File: config.mk
export PLATFORM = sky130hd
export DESIGN_NAME = wshb_arbiter
export DESIGN_NICKNAME = d
export VERILOG_FILES = /design/src/rtl/wshb_arb_pkg.sv /design/src/rtl/wshb_arb_mux.sv /design/src/rtl/wshb_arbiter.sv
export SDC_FILE = /design/constraint.sdc
export NUM_CORES = 1
export LEC_CHECK = 0
export ABC_AREA = 1
export CAP_MARGIN = 20
export CORE_AREA = 5 5 124 126
export CTS_CLUSTER_SIZE = 10
export DETAILED_ROUTE_END_ITERATION = 16
export DIE_AREA = 0 0 129 131
export SKIP_CTS_REPAIR_TIMING = 1
export SLEW_MARGIN = 20
export SYNTH_ARGS = -nofsm -noshare
export SYNTH_HDL_FRONTEND = slang
export SYNTH_SLANG_ARGS = --single-unit
File: constraint.sdc
create_clock -name clk -period 1.3 [get_ports clk]
set_input_delay 0.26 -clock clk [delete_from_list [all_inputs] [get_ports clk]]
set_output_delay 0.26 -clock clk [all_outputs]
set_load 0.02 [all_outputs]
File: src/rtl/wshb_arb_pkg.sv
// wshb_arb_pkg: state, owner and Wishbone constants shared by the arbiter and its mux
package wshb_arb_pkg;
  typedef enum logic [1:0] {IDLE = 2'b00, GNT0 = 2'b01, GNT1 = 2'b10} arb_state_t;
  localparam logic [2:0] CTI_CLASSIC = 3'b000;
  localparam logic [1:0] BTE_LINEAR = 2'b00;
  localparam logic [1:0] OWNER_NONE = 2'b00;
  localparam logic [1:0] OWNER_M0 = 2'b01;
  localparam logic [1:0] OWNER_M1 = 2'b10;
endpackage

File: src/rtl/wshb_arb_mux.sv
// wshb_arb_mux: combinational slave/master signal steering from the arbiter state.
//   state       current grant (IDLE/GNT0/GNT1)
//   stall       owner held off the bus (s_cyc, s_stb and acks forced low)
//   m0_*/m1_*   master-side Wishbone signals, s_* slave-side signals
module wshb_arb_mux
  import wshb_arb_pkg::*;
#(
  parameter int ADDR_W = 32,
  parameter int DATA_W = 32
) (
  input  arb_state_t              state,
  input  logic                    stall,
  input  logic                    m0_cyc,
  input  logic                    m0_stb,
  input  logic                    m0_we,
  input  logic [ADDR_W-1:0]       m0_adr,
  input  logic [DATA_W-1:0]       m0_dat_ms,
  input  logic [DATA_W/8-1:0]     m0_sel,
  input  logic [2:0]              m0_cti,
  input  logic [1:0]              m0_bte,
  output logic                    m0_ack,
  output logic [DATA_W-1:0]       m0_dat_sm,
  input  logic                    m1_cyc,
  input  logic                    m1_stb,
  input  logic                    m1_we,
  input  logic [ADDR_W-1:0]       m1_adr,
  input  logic [DATA_W-1:0]       m1_dat_ms,
  input  logic [DATA_W/8-1:0]     m1_sel,
  input  logic [2:0]              m1_cti,
  input  logic [1:0]              m1_bte,
  output logic                    m1_ack,
  output logic [DATA_W-1:0]       m1_dat_sm,
  output logic                    s_cyc,
  output logic                    s_stb,
  output logic                    s_we,
  output logic [ADDR_W-1:0]       s_adr,
  output logic [DATA_W-1:0]       s_dat_ms,
  output logic [DATA_W/8-1:0]     s_sel,
  output logic [2:0]              s_cti,
  output logic [1:0]              s_bte,
  input  logic                    s_ack,
  input  logic [DATA_W-1:0]       s_dat_sm
);
  logic g0, g1;
  assign g0 = state == GNT0;
  assign g1 = state == GNT1;
  assign s_cyc = !stall && (g0 ? m0_cyc : g1 && m1_cyc);
  assign s_stb = !stall && (g0 ? m0_stb : g1 && m1_stb);
  assign s_we = g0 ? m0_we : g1 && m1_we;
  assign s_adr = g0 ? m0_adr : g1 ? m1_adr : '0;
  assign s_dat_ms = g0 ? m0_dat_ms : g1 ? m1_dat_ms : '0;
  assign s_sel = g0 ? m0_sel : g1 ? m1_sel : '0;
  assign s_cti = g0 ? m0_cti : g1 ? m1_cti : CTI_CLASSIC;
  assign s_bte = g0 ? m0_bte : g1 ? m1_bte : BTE_LINEAR;
  // gating with the owner's cyc drops a late ack that lands as the owner releases
  assign m0_ack = g0 && !stall && m0_cyc && s_ack;
  assign m1_ack = g1 && !stall && m1_cyc && s_ack;
  assign m0_dat_sm = s_dat_sm;
  assign m1_dat_sm = s_dat_sm;
endmodule

File: src/rtl/wshb_arbiter.sv
// wshb_arbiter: round-robin two-master / one-slave Wishbone arbiter in front of the SDRAM port.
//   clk, rst_n            clock and synchronous active-low reset
//   m0_*                  video/test-pattern writer master
//   m1_*                  display frame reader master
//   s_*                   shared slave port
//   owner                 debug: 00 none, 01 m0, 10 m1
// Build option WSHB_ARB_QUOTA_EN: cap the owner at QUOTA acks while the other master waits.
module wshb_arbiter
  import wshb_arb_pkg::*;
#(
  parameter int ADDR_W = 32,
  parameter int DATA_W = 32,
  parameter int QUOTA = 64
) (
  input  logic                    clk,
  input  logic                    rst_n,
  input  logic                    m0_cyc,
  input  logic                    m0_stb,
  input  logic                    m0_we,
  input  logic [ADDR_W-1:0]       m0_adr,
  input  logic [DATA_W-1:0]       m0_dat_ms,
  input  logic [DATA_W/8-1:0]     m0_sel,
  input  logic [2:0]              m0_cti,
  input  logic [1:0]              m0_bte,
  output logic                    m0_ack,
  output logic [DATA_W-1:0]       m0_dat_sm,
  input  logic                    m1_cyc,
  input  logic                    m1_stb,
  input  logic                    m1_we,
  input  logic [ADDR_W-1:0]       m1_adr,
  input  logic [DATA_W-1:0]       m1_dat_ms,
  input  logic [DATA_W/8-1:0]     m1_sel,
  input  logic [2:0]              m1_cti,
  input  logic [1:0]              m1_bte,
  output logic                    m1_ack,
  output logic [DATA_W-1:0]       m1_dat_sm,
  output logic                    s_cyc,
  output logic                    s_stb,
  output logic                    s_we,
  output logic [ADDR_W-1:0]       s_adr,
  output logic [DATA_W-1:0]       s_dat_ms,
  output logic [DATA_W/8-1:0]     s_sel,
  output logic [2:0]              s_cti,
  output logic [1:0]              s_bte,
  input  logic                    s_ack,
  input  logic [DATA_W-1:0]       s_dat_sm,
  output logic [1:0]              owner
);
  arb_state_t state, state_nx;
  logic last_gnt, rel, stall;
  if (QUOTA < 1) begin : g_quota_chk
    $error("wshb_arbiter: QUOTA must be at least 1");
  end
  // rel: the owner gives up the bus at this edge (cyc dropped or quota yield)
  assign rel = state == GNT0 ? !m0_cyc || stall : state == GNT1 && (!m1_cyc || stall);
  always_comb
    state_nx = state == GNT0 ? (!rel ? GNT0 : m1_cyc ? GNT1 : IDLE) :
               state == GNT1 ? (!rel ? GNT1 : m0_cyc ? GNT0 : IDLE) :
               m0_cyc && (!m1_cyc || last_gnt) ? GNT0 : m1_cyc ? GNT1 : IDLE;
  always_ff @(posedge clk)
    if (!rst_n) begin
      state <= IDLE;
      last_gnt <= 1'b1;
    end else begin
      state <= state_nx;
      if (rel) last_gnt <= state == GNT1;
    end
`ifdef WSHB_ARB_QUOTA_EN
  localparam int CW = $clog2(QUOTA + 1);
  logic [CW-1:0] cnt;
  logic other_cyc;
  assign other_cyc = state == GNT0 ? m1_cyc : state == GNT1 && m0_cyc;
  // the stall cycle keeps cyc/stb low for one cycle so any in-flight ack settles before handover
  assign stall = state != IDLE && cnt == CW'(QUOTA) && other_cyc;
  always_ff @(posedge clk)
    if (!rst_n || state_nx != state) cnt <= '0;
    else if ((m0_ack || m1_ack) && cnt != CW'(QUOTA)) cnt <= cnt + CW'(1);
`else
  assign stall = 1'b0;
`endif
  assign owner = state == GNT0 ? OWNER_M0 : state == GNT1 ? OWNER_M1 : OWNER_NONE;
  wshb_arb_mux #(.ADDR_W(ADDR_W), .DATA_W(DATA_W)) u_mux (
    .state(state), .stall(stall),
    .m0_cyc(m0_cyc), .m0_stb(m0_stb), .m0_we(m0_we), .m0_adr(m0_adr), .m0_dat_ms(m0_dat_ms),
    .m0_sel(m0_sel), .m0_cti(m0_cti), .m0_bte(m0_bte), .m0_ack(m0_ack), .m0_dat_sm(m0_dat_sm),
    .m1_cyc(m1_cyc), .m1_stb(m1_stb), .m1_we(m1_we), .m1_adr(m1_adr), .m1_dat_ms(m1_dat_ms),
    .m1_sel(m1_sel), .m1_cti(m1_cti), .m1_bte(m1_bte), .m1_ack(m1_ack), .m1_dat_sm(m1_dat_sm),
    .s_cyc(s_cyc), .s_stb(s_stb), .s_we(s_we), .s_adr(s_adr), .s_dat_ms(s_dat_ms),
    .s_sel(s_sel), .s_cti(s_cti), .s_bte(s_bte), .s_ack(s_ack), .s_dat_sm(s_dat_sm)
  );
endmodule
# Yosys cells after proc, flatten, opt, wreduce, memory -nomap -nowiden
# Index checks and enable logic that the tools add are counted.
# W data, S select, Z words.
classes:
  reduce_logical: 11
  eq_ne: 2
  mux: 23
ops:
  columns: ["operator", "n"]
  rows:
  - ["$mux W32", 4]
  - ["$mux W2", 10]
  - ["$logic_and A1 B1 Y1", 8]
  - ["$mux W4", 2]
  - ["$mux W3", 2]
  - ["$mux W1", 5]
  - ["$eq A2 B1 Y1 const B", 1]
  - ["$eq A2 B2 Y1 const B", 1]
  - ["$logic_not A1 Y1", 2]
  - ["$logic_or A1 B1 Y1", 1]
word_totals:
  out_inout_bits: 144
  reg_bits: 3
  input_bits: 187
  elab_cells: 38

# Depth between registers and ports, before layout
# Gate-level depths: netlist (run 1).
logic_depth:
  depth_word: 6
  depth_mapped: 7
  mapped_depth_nobuf: 6

# Hierarchy
# A second synthesis (run 1) with hierarchy kept.
unflattened:
  hier_cells: 342
  area_unflattened_um2: 1667.8
modules_own_cells:
  columns: ["mod", "instances", "cells_per_inst", "seq_area_each_um2", "area_each_um2"]
  rows:
  - ["wshb_arb_mux", 1, 316, 0.0, 1506.4]
  - ["wshb_arbiter", 1, 26, 60.1, 161.4]

# Worst setup path before layout (run 1)
# No wires, ideal clock.
synth_path:
  path_type: "reg-to-output"
  startpoint: "reg state[0]"
  endpoint: "out s_adr[22]"
  arrival_time_ps: 955
  path_stages_with_launch: 7
  t_required_ps: 1040
  setup_slack_ps: 85
  n_path_buf: 1
  path_cell_list: "dfxtp_1 > inv_1 > nand2_1 > inv_2 > buf_2 > nand2_1 > nand2_1"
synth_between:
  elab_chain_len: 3
  elab_cells_between_ends: 4
  classes_between: "eq/ne (2); mux (2)"
synth_rtl:
  columns: ["element", "line", "text"]
  rows:
  - ["start, declared", "wshb_arbiter.sv:49", "arb_state_t state, state_nx;"]
  - ["start signal, assigned", "wshb_arbiter.sv:65", "state <= state_nx;"]
  - ["$eq A2 B2 Y1", "wshb_arb_mux.sv:46", "assign g1 = state == GNT1;"]
  - ["$mux W32", "wshb_arb_mux.sv:50", "assign s_adr = g0 ? m0_adr : g1 ? m1_adr : '0;"]
  - ["$mux W32 *", "wshb_arb_mux.sv:50", null]
  - ["end, declared", "wshb_arbiter.sv:40", "output logic [ADDR_W-1:0] s_adr,"]
# Mark *: on every way between the ends. The rest lies on a longest branch, timed or not.

# Final worst setup path (run 1)
layout_path:
  startpoint: "reg state[0]"
  endpoint: "out s_bte[0]"
layout_between:
  elab_chain_len: 3
  elab_cells_between_ends: 4
  classes_between: "eq/ne (2); mux (2)"
layout_rtl:
  columns: ["element", "line", "text"]
  rows:
  - ["$eq A2 B2 Y1", "wshb_arb_mux.sv:46", null]
  - ["$mux W2", "wshb_arb_mux.sv:54", "assign s_bte = g0 ? m0_bte : g1 ? m1_bte : BTE_LINEAR;"]
  - ["$mux W2 *", "wshb_arb_mux.sv:54", null]
  - ["end, declared", "wshb_arbiter.sv:44", "output logic [1:0] s_bte,"]
# Marked as above.

==> results of run 1 <==
state kept, by name, summed over array words and instances (netlist names):
name / count
last_gnt: 1
state: 2
report_power, final:
group / internal [mW] / switching, mW / total, mW
Combinational: 0.976 / 0.816 / 1.79
Clock: 0.405 / 0.0829 / 0.487
Sequential: 0.0984 / 0.0108 / 0.109
Total: 1.48 / 0.910 / 2.39
critical path, cell delays in order, from the launching register on:
cell and delay (ns):
dfxtp_4 0.38, inv_4 0.06, nand2_8 0.11, clkinv_8 0.10
clkbuf_16 0.19, nand2_2 0.07, nand2_2 0.06, buf_6 0.13
worst max-delay path by stage:
stage                     startpoint      endpoint  slack (ns)  cells past startpoint
after CTS                   state[1]  s_dat_ms[31]       -0.75                      7
after floorplan             state[0]     s_adr[22]        0.08                      6
after global routing        state[0]      s_cti[1]       -0.35                      7
after global placement        m0_cyc        m0_ack       -0.53                      4
final                       state[0]      s_bte[0]       -0.29                      7
after detailed placement      m1_cyc        m1_ack       -0.53                      4
stage by stage:
stage,power [mW],cells,cell area (sq um)
global route,2.53,706,4470
finish,2.39,706,4470
global placement,1.57,681,3710
CTS,2.08,685,3790
detailed placement,1.57,681,3710
floorplan,0.932,334,1630
logic make-up after synthesis:
kind of cell | Yosys count | synth area share
AOI/OAI and AO/OA | 2 | 0.00615
buffers and inverters | 88 | 0.393
DFF | 3 | 0.0369
and+or+nand+nor | 241 | 0.564
routing by layer:
layer,global-route usage,part of all wire
met4,0.0154,0.013
met2,0.149,0.52
met1,0.0796,0.34
met3,0.0565,0.13
met5,0,0
cells in the final DEF (no fill, tap or decap):
cell             instances
clkbuf_16               12
buf_6                   51
or2_2                    1
buf_4                    9
buf_8                    5
inv_4                    2
nand2_4                 14
buf_2                   22
clkdlybuf4s50_1        153
nand3_1                  3
a21oi_1                  1
dlymetal6s2s_1           1
clkbuf_2                 7
nand2_2                 59
buf_12                   6
dfxtp_4                  2
nor2_4                   2
inv_1                    3
clkbuf_1                 1
o21ai_0                  1
nand3_4                  1
nand2_1                156
dfxtp_1                  1
clkinv_8                 4
nor2_1                   2
nand2_8                  3
area by class of cell:
| cell class | instances | area, sq um | area share |
|---|---|---|---|
| inverters | 7 | 56.3 | 0.0126 |
| multi-input cells | 243 | 1250 | 0.280 |
| clock buffers | 4 | 78.8 | 0.0176 |
| flip-flops and latches | 3 | 67.6 | 0.0151 |
| well taps | 184 | 230 | 0.0515 |
| repair buffers | 263 | 2750 | 0.616 |
| repair inverters | 2 | 32.5 | 0.00728 |
==> flow_metrics.env, run 1 <==
export IMPL_outcome="finished, violations left"
export IMPL_violations="negative setup slack"
export IMPL_peakVddDrop_uv=289
export IMPL_nNetsFinal=710
export IMPL_rr_startpoint="state[1]"
export IMPL_ys_top_cells_by_count="230 x nand2_1, 68 x buf_4, 7 x buf_2"
export IMPL_synthCells=334
export IMPL_wl_per_cell_um=16.4
export IMPL_gp_congestion=0.744
export IMPL_cts_buffers=3
export IMPL_fin_setup_tns_ns=-19.05
export IMPL_overflow=0
export IMPL_antenna_cells=0
export IMPL_first_iter_violations=64
export IMPL_worstHoldPathType="flip-flop to flip-flop"
export IMPL_cts_tree="done"
export IMPL_setup_viol_count_final=80
export IMPL_crit_type="flip-flop to output pin"
export IMPL_vias=2641
export IMPL_grt_pass1_wl_um=11200
export IMPL_cts_path_max_buffers=2
export IMPL_synth_seq_cells=3
export IMPL_detail_route_vias_per_cell=3.74
export IMPL_leakagePower_nw=2.20
export IMPL_clk_latency_ns=0.22
export IMPL_preCtsSetupSlack_ns=-0.531
export IMPL_r2r_cells=8
export IMPL_synth_avg_cell_area_sq_um=4.87
export IMPL_fp_row_count=44
export IMPL_ys_warn_count=0
export IMPL_crit_fanout=8
export IMPL_ys_seq_area_frac=0.0369
export IMPL_ant_nets=0
export IMPL_maxSlewHeadroom=0.837
export IMPL_synth_top_area_share=0.531
export IMPL_synth_top_area_cell="nand2_1"
export IMPL_critPathArrivalTime_ns=1.33
export IMPL_rsz0062_at_grt="yes"
export IMPL_max_freq_mhz=629
export IMPL_power_density_nw_per_um2=535
export IMPL_tightest_slew_ns=0.243
export IMPL_dr_pass1_iters=4
export IMPL_synthesis_area_sq_um=1630
export IMPL_hold_path_endpoint="last_gnt"
export IMPL_layout_drive_gt1_share=0.383
export IMPL_skew_ns=0.00166
export IMPL_final_max_slew_viol_count=0
export IMPL_cts_reportedPaths_clkPinSlew_ns=0.03
export IMPL_dieWidth_um=129
export IMPL_hold_start="last_gnt"
export IMPL_core_sq_um=14200
export IMPL_die_area_sq_um=16900
export IMPL_area_growth_pct=175
export IMPL_hold_viol=0
export IMPL_setup_ws_ns=-0.290
export IMPL_cts_sinks=3
export IMPL_r2r_slack_ns=0.11
export IMPL_synth_distinct_cells=13
export IMPL_worstPathRequired_ns=1.04
export IMPL_fin_util=0.315
export IMPL_ys_flop_type="dfxtp_1"
export IMPL_max_cap_violations=0
export IMPL_die_height_um=131
export IMPL_min_period_ns=1.59
export IMPL_portBuffers=234
export IMPL_crit_path_end_kind="output pin"
export IMPL_grt_max_degree=44
export IMPL_drc=0
export IMPL_dp_hpwl_um=6830
export IMPL_synthTopCellsByArea="nand2_1 53%, buf_4 31%, buf_6 4.2%, dfxtp_1 3.7%, buf_2 2.2%"
export IMPL_syn_nets=521
export IMPL_synth_async_reset_ratio=0
export IMPL_synth_edf_count=0
export IMPL_antenna_found_initial=0
export IMPL_gr_usage_all_layers=0.0830
export IMPL_start_util=0.115
export IMPL_grt_pass1_vias=2341
export IMPL_yosysMostFrequentCell="nand2_1"
export IMPL_whs_path_depth=2
export IMPL_period_share=1.22
export IMPL_drt_wl_total_um=11600
export IMPL_clockRootBuffer="clkbuf_16"
export IMPL_hold_ws_ns=0.487
export IMPL_startpoint_type="flip-flop"
export IMPL_rr_endpoint="state[1]"
export IMPL_fillCellCount=1553
export IMPL_num_io_pins=331
export IMPL_htree_levels=1
Power figures use the tool's default switching activity.
==> run 2, diff against run 1 <==
--- a/config.mk
+++ b/config.mk
@@ -7,12 +7,13 @@
 export LEC_CHECK = 0
 export ABC_AREA = 1
 export CAP_MARGIN = 20
-export CORE_AREA = 5 5 124 126
+export CORE_AREA = 5 5 126 128
 export CTS_CLUSTER_SIZE = 10
 export DETAILED_ROUTE_END_ITERATION = 16
-export DIE_AREA = 0 0 129 131
+export DIE_AREA = 0 0 131 133
 export SKIP_CTS_REPAIR_TIMING = 1
 export SLEW_MARGIN = 20
 export SYNTH_ARGS = -nofsm -noshare
 export SYNTH_HDL_FRONTEND = slang
+export SYNTH_HIERARCHICAL = 1
 export SYNTH_SLANG_ARGS = --single-unit
==> run 2 against run 1 <==
  * The run still ends with negative setup slack left
  * Via count fell by 1.5%
  * Cell area fell by 4.4%
  * Power rose by 6.1%
  * Worst setup slack got worse by 0.12 ns
  * Synthesized cell count rose by 2.4%
  * Utilization fell by 2.5 points
  * Critical path depth did not move
  * Largest cell class unchanged
  * Highest routed layer unchanged
==> flow_metrics.env, run 2 <==
export IMPL_outcome="finished, violations left"
export IMPL_violations="negative setup slack"
export IMPL_busiest_layer="met2"
export IMPL_drt_wl_total_um=10000
export IMPL_rsz0062_at_grt="yes"
export IMPL_fin_util=0.290
export IMPL_die_area_sq_um=17400
export IMPL_use_met1=0.0861
export IMPL_r2r_slack_ns=0.09
export IMPL_synth_top_area_share=0.518
export IMPL_cts_reportedPaths_clkPinSlew_ns=0.03
export IMPL_htree_levels=1
export IMPL_final_max_slew_viol_count=0
export IMPL_synthXorXnorAreaFrac=0
export IMPL_worstSetupStartpoint="state[0]"
export IMPL_synth_avg_cell_area_sq_um=4.88
export IMPL_max_flop_register="state"
export IMPL_finalPower_mw=2.53
export IMPL_synth_compound_area_frac=0.0105
export IMPL_dp_hpwl_um=6940
export IMPL_dr_pass1_iters=4
export IMPL_vias=2601
export IMPL_synthAdderAreaFrac=0
export IMPL_fp_row_count=45
export IMPL_peakVddDrop_uv=514
export IMPL_core_sq_um=14800
export IMPL_antenna_cells=0
export IMPL_ant_nets=0
export IMPL_reg_largest_list="state: 2 flops, last_gnt: 1 flops"
export IMPL_overflow=0
export IMPL_power_density_nw_per_um2=593
export IMPL_final_cell_mix="202 x nand2_1, 153 x clkdlybuf4s50_1, 47 x buf_6"
export IMPL_synthMuxAreaShare=0
export IMPL_ys_top_cells_by_count="230 x nand2_1, 71 x buf_4, 10 x inv_1"
export IMPL_max_cap_violations=0
export IMPL_setup_ws_ns=-0.406
export IMPL_cts_tree="done"
export IMPL_min_period_ns=1.71
export IMPL_final_common_cell="nand2_1"
export IMPL_synthesis_area_sq_um=1670
export IMPL_start_util=0.113
export IMPL_worstHoldPathType="flip-flop to flip-flop"
export IMPL_grt_max_degree=40
export IMPL_die_height_um=133
export IMPL_drc=0
export IMPL_startpoint_type="flip-flop"
export IMPL_synth_seq_cells=3
export IMPL_met2_usage=0.134
export IMPL_crit_type="flip-flop to output pin"
export IMPL_rr_startpoint="state[0]"
export IMPL_area_growth_pct=156
export IMPL_synthTopCellsByArea="nand2_1 52%, buf_4 32%, dfxtp_1 3.6%, buf_6 3.4%, inv_1 2.3%"
export IMPL_hold_ws_ns=0.470
export IMPL_worstPathRequired_ns=1.04
export IMPL_num_io_pins=331
export IMPL_grt_pass1_vias=2309
export IMPL_ys_seq_area_frac=0.0360
export IMPL_skew_ns=0.000486
export IMPL_leakagePower_nw=2.14
export IMPL_cts_path_max_buffers=2
export IMPL_nNetsFinal=718
export IMPL_grt_use_met3=0.0448
export IMPL_max_freq_mhz=586
export IMPL_yosysMostFrequentCell="nand2_1"
export IMPL_setup_viol_count_final=80
export IMPL_period_share=1.31
export IMPL_first_iter_violations=63
export IMPL_r2r_cells=9
export IMPL_synth_async_reset_ratio=0
export IMPL_synth_simple_area_share=0.559
export IMPL_critPathCapture="s_adr[24]"
export IMPL_gp_congestion=0.767
export IMPL_clk_latency_ns=0.23
export IMPL_crit_path_end_kind="output pin"
export IMPL_ys_warn_count=6
export IMPL_gr_usage_all_layers=0.0797
export IMPL_synthCells=342
export IMPL_hold_viol=0
export IMPL_cts_sinks=3
export IMPL_cts_buffers=3
export IMPL_largest_register_ffs=2
export IMPL_synth_top_area_cell="nand2_1"
export IMPL_antenna_found_initial=0
export IMPL_synth_distinct_cells=15
export IMPL_grt_pass1_wl_um=11400
export IMPL_rr_endpoint="state[0]"
export IMPL_crit_fanout=10
export IMPL_layout_drive_gt1_share=0.294
export IMPL_clockRootBuffer="clkbuf_16"
export IMPL_detail_route_vias_per_cell=3.62
export IMPL_synth_top_family_by_area="simple AND/OR/NAND/NOR gates"
export IMPL_fillCellCount=1616
export IMPL_wl_per_cell_um=13.9
export IMPL_synth_edf_count=0
export IMPL_dieWidth_um=131
export IMPL_portBuffers=234
export IMPL_preCtsSetupSlack_ns=-0.658
export IMPL_ys_flop_type="dfxtp_1"
export IMPL_critPathArrivalTime_ns=1.45
## run 2: critical path, stage by stage (launching register included)
cell	delay (ns)
dfxtp_4	0.37
inv_4	0.04
nor2_4	0.17
buf_12	0.18
clkbuf_16	0.17
nand2_1	0.05
nand2_1	0.08
buf_4	0.14
## run 2: stage by stage
stage | instances | area, sq um | setup TNS, ns
after global placement | 695 | 3780 | -46.57
final | 718 | 4270 | -26.34
after CTS | 699 | 3860 | -65.77
after floorplan | 343 | 1680 | 0
after detailed placement | 695 | 3780 | -46.47
after global routing | 718 | 4270 | -31.31
## run 2: kinds of logic after synthesis
group	count (synthesis)
DFF	3
AOI/OAI and AO/OA	3
buffers and inverters	92
and+or+nand+nor	243
other	1
## run 2: routing by layer
layer  up-vias  wire [um]
met5         -          0
met2       182       4460
met4         0        138
met1      1076       3850
li1       1326          -
met3        17       1560
## run 2: final cells by class
class | count | area [sq um] | area share
repair buffers | 263 | 2730 | 0.639
multi-input cells | 248 | 1110 | 0.259
well taps | 188 | 235 | 0.0551
clock buffers | 4 | 78.8 | 0.0185
flip-flops and latches | 3 | 67.6 | 0.0158
inverters | 12 | 52.6 | 0.0123
## run 2: where the power goes
part	switching (mW)	internal [mW]	total, mW
registers	0.0113	0.101	0.112
clock network	0.0927	0.406	0.498
logic	0.862	1.06	1.92
total	0.966	1.57	2.53
## run 2: worst min-delay path by stage
stage / startpoint / end / cells after the start
after floorplan: rst_n / last_gnt / 1
final: last_gnt / last_gnt / 2
after global placement: last_gnt / last_gnt / 2
after CTS: last_gnt / last_gnt / 2
after global routing: last_gnt / last_gnt / 2
after detailed placement: last_gnt / last_gnt / 2
==> run 3, diff against run 2 <==
--- a/config.mk
+++ b/config.mk
@@ -8,7 +8,6 @@
 export ABC_AREA = 1
 export CAP_MARGIN = 20
 export CORE_AREA = 5 5 126 128
-export CTS_CLUSTER_SIZE = 10
 export DETAILED_ROUTE_END_ITERATION = 16
 export DIE_AREA = 0 0 131 133
 export SKIP_CTS_REPAIR_TIMING = 1
==> results of run 3 <==
No change in the layout: final DEF, timing and power equal those of run 2.
